`config.mk`:
```
export PLATFORM = sky130hd
export DESIGN_NAME = voxel_mem_arbiter
export DESIGN_NICKNAME = d
export VERILOG_FILES = /design/src/rtl/voxel_pkg.sv /design/src/rtl/rr_arbiter.sv /design/src/rtl/voxel_mem_arbiter.sv
export SDC_FILE = /design/constraint.sdc
export NUM_CORES = 1
export LEC_CHECK = 0
export BUFFER_PORTS_ARGS = -buffer_cell sky130_fd_sc_hd__buf_2
export CAP_MARGIN = 20
export CORE_MARGIN = 3
export CORE_UTILIZATION = 41
export CTS_BUF_LIST = sky130_fd_sc_hd__clkbuf_16
export DETAILED_ROUTE_END_ITERATION = 12
export HOLD_SLACK_MARGIN = 0.03
export PLACE_DENSITY_LB_ADDON = 0.08
export SYNTH_ARGS = -nofsm -noshare
export SYNTH_HDL_FRONTEND = slang
export SYNTH_HIERARCHICAL = 1
export SYNTH_SLANG_ARGS = --single-unit
```
`constraint.sdc`:
```
create_clock -name clock -period 5.3 [get_ports clock]
set_input_delay 1.06 -clock clock [delete_from_list [all_inputs] [get_ports clock]]
set_output_delay 1.06 -clock clock [all_outputs]
set_load 0.01 [all_outputs]
```
`src/rtl/voxel_pkg.sv`:
```
// Shared constants and state type for the voxel occupancy RAM arbiter.
package voxel_pkg;

  localparam int unsigned VOXEL_ADDR_W = 15;

  typedef enum logic [1:0] {
    TRACE,
    DRAIN,
    LOAD
  } voxel_arb_state_t;

endpackage

```
`src/rtl/rr_arbiter.sv`:
```
// Round-robin pick: first asserted request at or above ptr_i (with wrap),
// plus the pointer value that follows the winner.
module rr_arbiter #(
  parameter int unsigned NUM_REQ = 4
) (
  input  logic [NUM_REQ-1:0]         req_i,
  input  logic [$clog2(NUM_REQ)-1:0] ptr_i,
  output logic [NUM_REQ-1:0]         grant_o,
  output logic [$clog2(NUM_REQ)-1:0] idx_o,
  output logic                       any_o,
  output logic [$clog2(NUM_REQ)-1:0] ptr_nxt_o
);

  localparam int unsigned PTR_W = $clog2(NUM_REQ);

  logic [PTR_W-1:0] cand;

  always_comb begin
    grant_o = '0;
    idx_o   = '0;
    any_o   = 1'b0;
    cand    = '0;
    for (int unsigned k = 0; k < NUM_REQ; k++) begin
      cand = PTR_W'((32'(ptr_i) + k) % NUM_REQ);
      if (!any_o && req_i[cand]) begin
        any_o          = 1'b1;
        idx_o          = cand;
        grant_o[cand]  = 1'b1;
      end
    end
    ptr_nxt_o = (32'(idx_o) == NUM_REQ - 1) ? '0 : idx_o + 1'b1;
  end

endmodule

```
`src/rtl/voxel_mem_arbiter.sv`:
```
// Shares the 32K x 1 voxel RAM between NUM_REQ round-robin readers and a scene loader.
// Define VOXEL_ARB_STATS_EN to add the stat_grants / stat_stall_cycles counters.
module voxel_mem_arbiter
  import voxel_pkg::*;
#(
  parameter int unsigned NUM_REQ   = 4,
  parameter int unsigned ADDR_W    = VOXEL_ADDR_W,
  parameter bit          SYNC_READ = 1'b1
) (
  input  logic                      clock,
  input  logic                      reset_n,
  input  logic [NUM_REQ-1:0]        rd_req_valid,
  input  logic [NUM_REQ*ADDR_W-1:0] rd_req_addr,
  output logic [NUM_REQ-1:0]        rd_req_ready,
  output logic [NUM_REQ-1:0]        rd_rsp_valid,
  output logic                      rd_rsp_data,
  input  logic                      ld_req,
  output logic                      ld_grant,
  input  logic                      ld_wr_en,
  input  logic [ADDR_W-1:0]         ld_wr_addr,
  input  logic                      ld_wr_data,
  input  logic                      ld_done,
  output logic                      ld_err,
  output logic                      ram_wr_en,
  output logic [ADDR_W-1:0]         ram_wr_addr,
  output logic                      ram_wr_data,
  output logic [ADDR_W-1:0]         ram_rd_addr,
  input  logic                      ram_rd_data
`ifdef VOXEL_ARB_STATS_EN
  ,
  output logic [31:0]               stat_grants,
  output logic [31:0]               stat_stall_cycles
`endif
);

  localparam int unsigned PTR_W = $clog2(NUM_REQ);

  voxel_arb_state_t   state_q;
  logic [PTR_W-1:0]   ptr_q;
  logic [PTR_W-1:0]   ptr_nxt;
  logic [PTR_W-1:0]   win_idx;
  logic [NUM_REQ-1:0] arb_grant;
  logic [NUM_REQ-1:0] tag_q;
  logic               arb_any;
  logic               accept;
  logic               pend_q;
  logic               grant_q;
  logic               err_q;

  rr_arbiter #(.NUM_REQ(NUM_REQ)) u_rr (
    .req_i     (rd_req_valid),
    .ptr_i     (ptr_q),
    .grant_o   (arb_grant),
    .idx_o     (win_idx),
    .any_o     (arb_any),
    .ptr_nxt_o (ptr_nxt)
  );

  always_comb begin
    rd_req_ready = '0;
    ram_rd_addr  = '0;
    accept       = 1'b0;
    if (state_q == TRACE && arb_any) begin
      rd_req_ready = arb_grant;
      accept       = 1'b1;
      ram_rd_addr  = rd_req_addr[32'(win_idx)*ADDR_W +: ADDR_W];
    end
  end

  assign ram_wr_en   = grant_q & ld_wr_en;
  assign ram_wr_addr = ld_wr_addr;
  assign ram_wr_data = ld_wr_data;
  assign ld_grant    = grant_q;
  assign ld_err      = err_q;

  generate
    if (SYNC_READ) begin : g_sync_rsp
      assign rd_rsp_valid = tag_q;
      assign rd_rsp_data  = pend_q & ram_rd_data;
    end else begin : g_comb_rsp
      assign rd_rsp_valid = rd_req_ready;
      assign rd_rsp_data  = accept & ram_rd_data;
    end
  endgenerate

  always_ff @(posedge clock or negedge reset_n) begin
    if (!reset_n) begin
      state_q <= TRACE;
      grant_q <= 1'b0;
      err_q   <= 1'b0;
      ptr_q   <= '0;
      pend_q  <= 1'b0;
      tag_q   <= '0;
    end else begin
      if (accept) ptr_q <= ptr_nxt;
      pend_q <= SYNC_READ & accept;
      tag_q  <= SYNC_READ ? rd_req_ready : '0;
      if (ld_wr_en && state_q != LOAD) err_q <= 1'b1;
      unique case (state_q)
        TRACE: if (ld_req) state_q <= DRAIN;
        // Accepts stop on entering DRAIN, so the last in-flight read returns
        // during this cycle and nothing is pending at its end.
        DRAIN: begin
          if (ld_req) begin
            state_q <= LOAD;
            grant_q <= 1'b1;
          end else begin
            state_q <= TRACE;
          end
        end
        LOAD: begin
          if (ld_done) begin
            state_q <= TRACE;
            grant_q <= 1'b0;
          end
        end
        default: begin
          state_q <= TRACE;
          grant_q <= 1'b0;
        end
      endcase
    end
  end

`ifdef VOXEL_ARB_STATS_EN
  logic [31:0] grants_q;
  logic [31:0] stalls_q;

  always_ff @(posedge clock or negedge reset_n) begin
    if (!reset_n) begin
      grants_q <= '0;
      stalls_q <= '0;
    end else begin
      if (accept) grants_q <= grants_q + 32'd1;
      if (|rd_req_valid && !accept) stalls_q <= stalls_q + 32'd1;
    end
  end

  assign stat_grants       = grants_q;
  assign stat_stall_cycles = stalls_q;
`endif

endmodule

```
==> results.py <==
metrics = {
    "sta": {
        "period_share": 0.885,
        "rsz0062_at_grt": "no",
        "setup_viol": 0,
        "worstMarginPinSlew_ps": 675,
        "fmax_mhz": 213,
        "fin_crit_ps": 4690,
        "hold_viol": 0,
        "fin_tns_setup_ps": 0,
        "timing.slew.headroom": 0.550,
        "maxSlewViolCount": 0,
        "fin_hold_ws_ps": 452,
        "fin_worst_skew_ps": 1.51,
    },
    "route": {
        "wl_per_cell_um": 14.6,
        "drc": 0,
        "drtIter0Drc": 42,
        "route.vias.total": 1458,
        "routed_wirelength_mm": 3.96,
        "drt_pre_antenna_iters": 4,
        "ant_nets": 0,
        "via_per_inst": 5.36,
    },
    "cells_and_area": {
        "stdcell_area_mm2": 0.00194,
        "final_nets": 319,
        "mostFrequentLayoutCells": "buf_2 (96), mux2i_1 (32), dfrtp_1 (11), o22ai_2 (10), nor2_1 (8)",
        "n_antenna_cell": 0,
        "synthToLayoutAreaGrowth_pct": 31.5,
        "multiInputGateArea_mm2": 0.00100,
        "final_common_cell": "buf_2",
        "regArea_um2": 275,
        "fill_cells": 299,
        "drive_gt1_frac": 0.553,
    },
    "clock_tree": {
        "cts_buffers": 3,
        "clkSlewWorstSetupHoldPaths_ps": 40,
        "cts_sinks": 11,
        "cts.hold.buffers_added": 0,
        "cts_root_buf": "clkbuf_16",
        "tritoncts": "yes",
        "clock_latency_ps": 230,
        "ctsResizeCount": 0,
        "post-cts-setup-buffer-count": 0,
        "clock_path_buffers": 2,
        "htree_levels": 1,
    },
    "critical_path": {
        "reg2reg_slack_ps": 1960,
        "setup.worst_path.start_class": "flop",
        "crit_chain": "inv_1, ha_1, mux4_2, and2b_1, o21ai_0, o21ai_1, or4b_1, o22ai_1, buf_2",
        "cp.arrival_ps": 3630,
        "slowest_delay_ps": 830,
        "critPathRequiredTime_ps": 4240,
        "crit_buf_inv": 2,
        "critical_path.max_fanout": 15,
        "crit_type": "flop to output pin",
        "cp-end-kind": "output pin",
        "crit_family": "simple AND/OR/NAND/NOR gates",
        "crit_slowest_cell": "or4b_1",
    },
    "logic_synthesis": {
        "yosysUniqueCellTypes": 38,
        "ys_seq_elements": 11,
        "synthCells": 148,
        "synth-edff-count": 0,
        "synth_ff_type": "dfrtp_1",
        "synth-seq-area-share": 0.187,
        "synth_area_mm2": 0.00147,
        "synthArstFlopShare": 1.00,
        "yosysWarningCount": 6,
        "synth_nets": 240,
        "syn_area_per_cell_um2": 9.95,
    },
    "status": {
        "status": "finished, final reports clean",
    },
    "die": {
        "dieArea_mm2": 0.00435,
        "die_h_um": 65.9,
        "coreArea_mm2": 0.00339,
        "boundaryPins": 129,
        "die_x_um": 65.9,
        "rows": 21,
        "start_util": 0.434,
    },
    "power": {
        "powerDensity_mw_per_mm2": 672,
        "peakVddDrop_v": 0.000393,
        "leakage_uw": 0.00104,
    },
    "job": {
        "cap_violations": 0,
    },
    "grt": {
        "overflow": 0,
        "grt_pass1_wl_mm": 5.92,
        "grt_pass1_vias": 1401,
        "grt_use_total": 0.166,
        "antenna_found_initial": 0,
        "grt_max_degree": 18,
    },
    "place": {
        "dp_hpwl_mm": 3.22,
        "gp_congestion": 0.840,
        "port_buffers": 96,
        "postPlaceCellArea_mm2": 0.00186,
    },
    "min_path": {
        "hp-class": "flop to flop",
    },
}
-- logic make-up (layout without fill, tap and decap cells) --
logic type / after synthesis / after routing / synth area share
AO/OA/AOI/OAI: 34 / 34 / 0.210
XOR/XNOR: 1 / 1 / 0.00595
adder cells (fa/ha/maj): 6 / 6 / 0.0510
buffers and inverters: 30 / 108 / 0.133
flip-flops: 11 / 11 / 0.187
multiplexers: 40 / 40 / 0.304
AND/OR/NAND/NOR: 26 / 26 / 0.110
-- stage by stage --
| stage | total power, µW | utilization | instances | worst slack [ps] |
|---|---|---|---|---|
| floorplan | 947 | - | 148 | 1310 |
| global placement | 1150 | 0.548 | 268 | 752 |
| detailed placement | 1170 | 0.548 | 268 | 683 |
| CTS | 1310 | 0.571 | 272 | 590 |
| global route | 1400 | 0.571 | 272 | 373 |
| finish | 1300 | 0.571 | 272 | 607 |
-- worst paths after layout --
kind                          start              end  cells past startpoint
min reg2reg                  ld_err           ld_err                      1
max in group asynchronous   reset_n         ptr_q[0]                      1
max reg2reg                ptr_q[0]         ptr_q[1]                      9
min                          ld_err           ld_err                      1
max                        ptr_q[0]  ram_rd_addr[13]                      9
min in group asynchronous   reset_n           ld_err                      1
-- registers in the layout, summed over array words and instances (netlist names) --
name and count:
pend_q 1, ptr_q 2, ld_grant 1, ld_err 1
state_q 2, rd_rsp_valid 4
-- where the power goes --
part | switching (µW) | internal [µW] | total, µW
clock | 35.8 | 99.7 | 135
sequential | 39.3 | 108 | 147
combinational | 525 | 494 | 1020
-- synth_stat cells, types with 2 or more instances --
| library cell | n | area share |
|---|---|---|
| buf_4 | 16 | 0.082 |
| mux2i_1 | 32 | 0.22 |
| and2_1 | 6 | 0.025 |
| nand2_1 | 2 | 0.0051 |
| buf_6 | 2 | 0.015 |
| a22oi_1 | 4 | 0.020 |
| o22ai_1 | 5 | 0.021 |
| dfrtp_1 | 11 | 0.19 |
| inv_1 | 5 | 0.013 |
| mux2_2 | 5 | 0.038 |
| buf_2 | 6 | 0.020 |
| ha_1 | 6 | 0.051 |
| o21ai_0 | 2 | 0.0068 |
| and2b_1 | 2 | 0.010 |
| nor2_1 | 8 | 0.020 |
| o22ai_2 | 10 | 0.085 |
| a221o_1 | 4 | 0.027 |
| mux4_2 | 2 | 0.031 |
-- area by class of cell --
class                      instances  share of cell area
clock buffer                       3              0.0388
clock inverter                     1             0.00258
inverter                           5             0.00969
multi-input combinational        107               0.517
sequential                        11               0.142
tap                               46              0.0297
timing repair buffer              99               0.260
-- per-layer routing --
layer / vias up / GRT usage / routed length [µm]
li1: 698 / - / -
met1: 680 / 0.182 / 1470
met3: 14 / 0.0425 / 328
met5: - / 0 / 0
met2: 66 / 0.298 / 2080
met4: 0 / 0.0787 / 87
No activity file was read; power rests on OpenSTA's default activity.
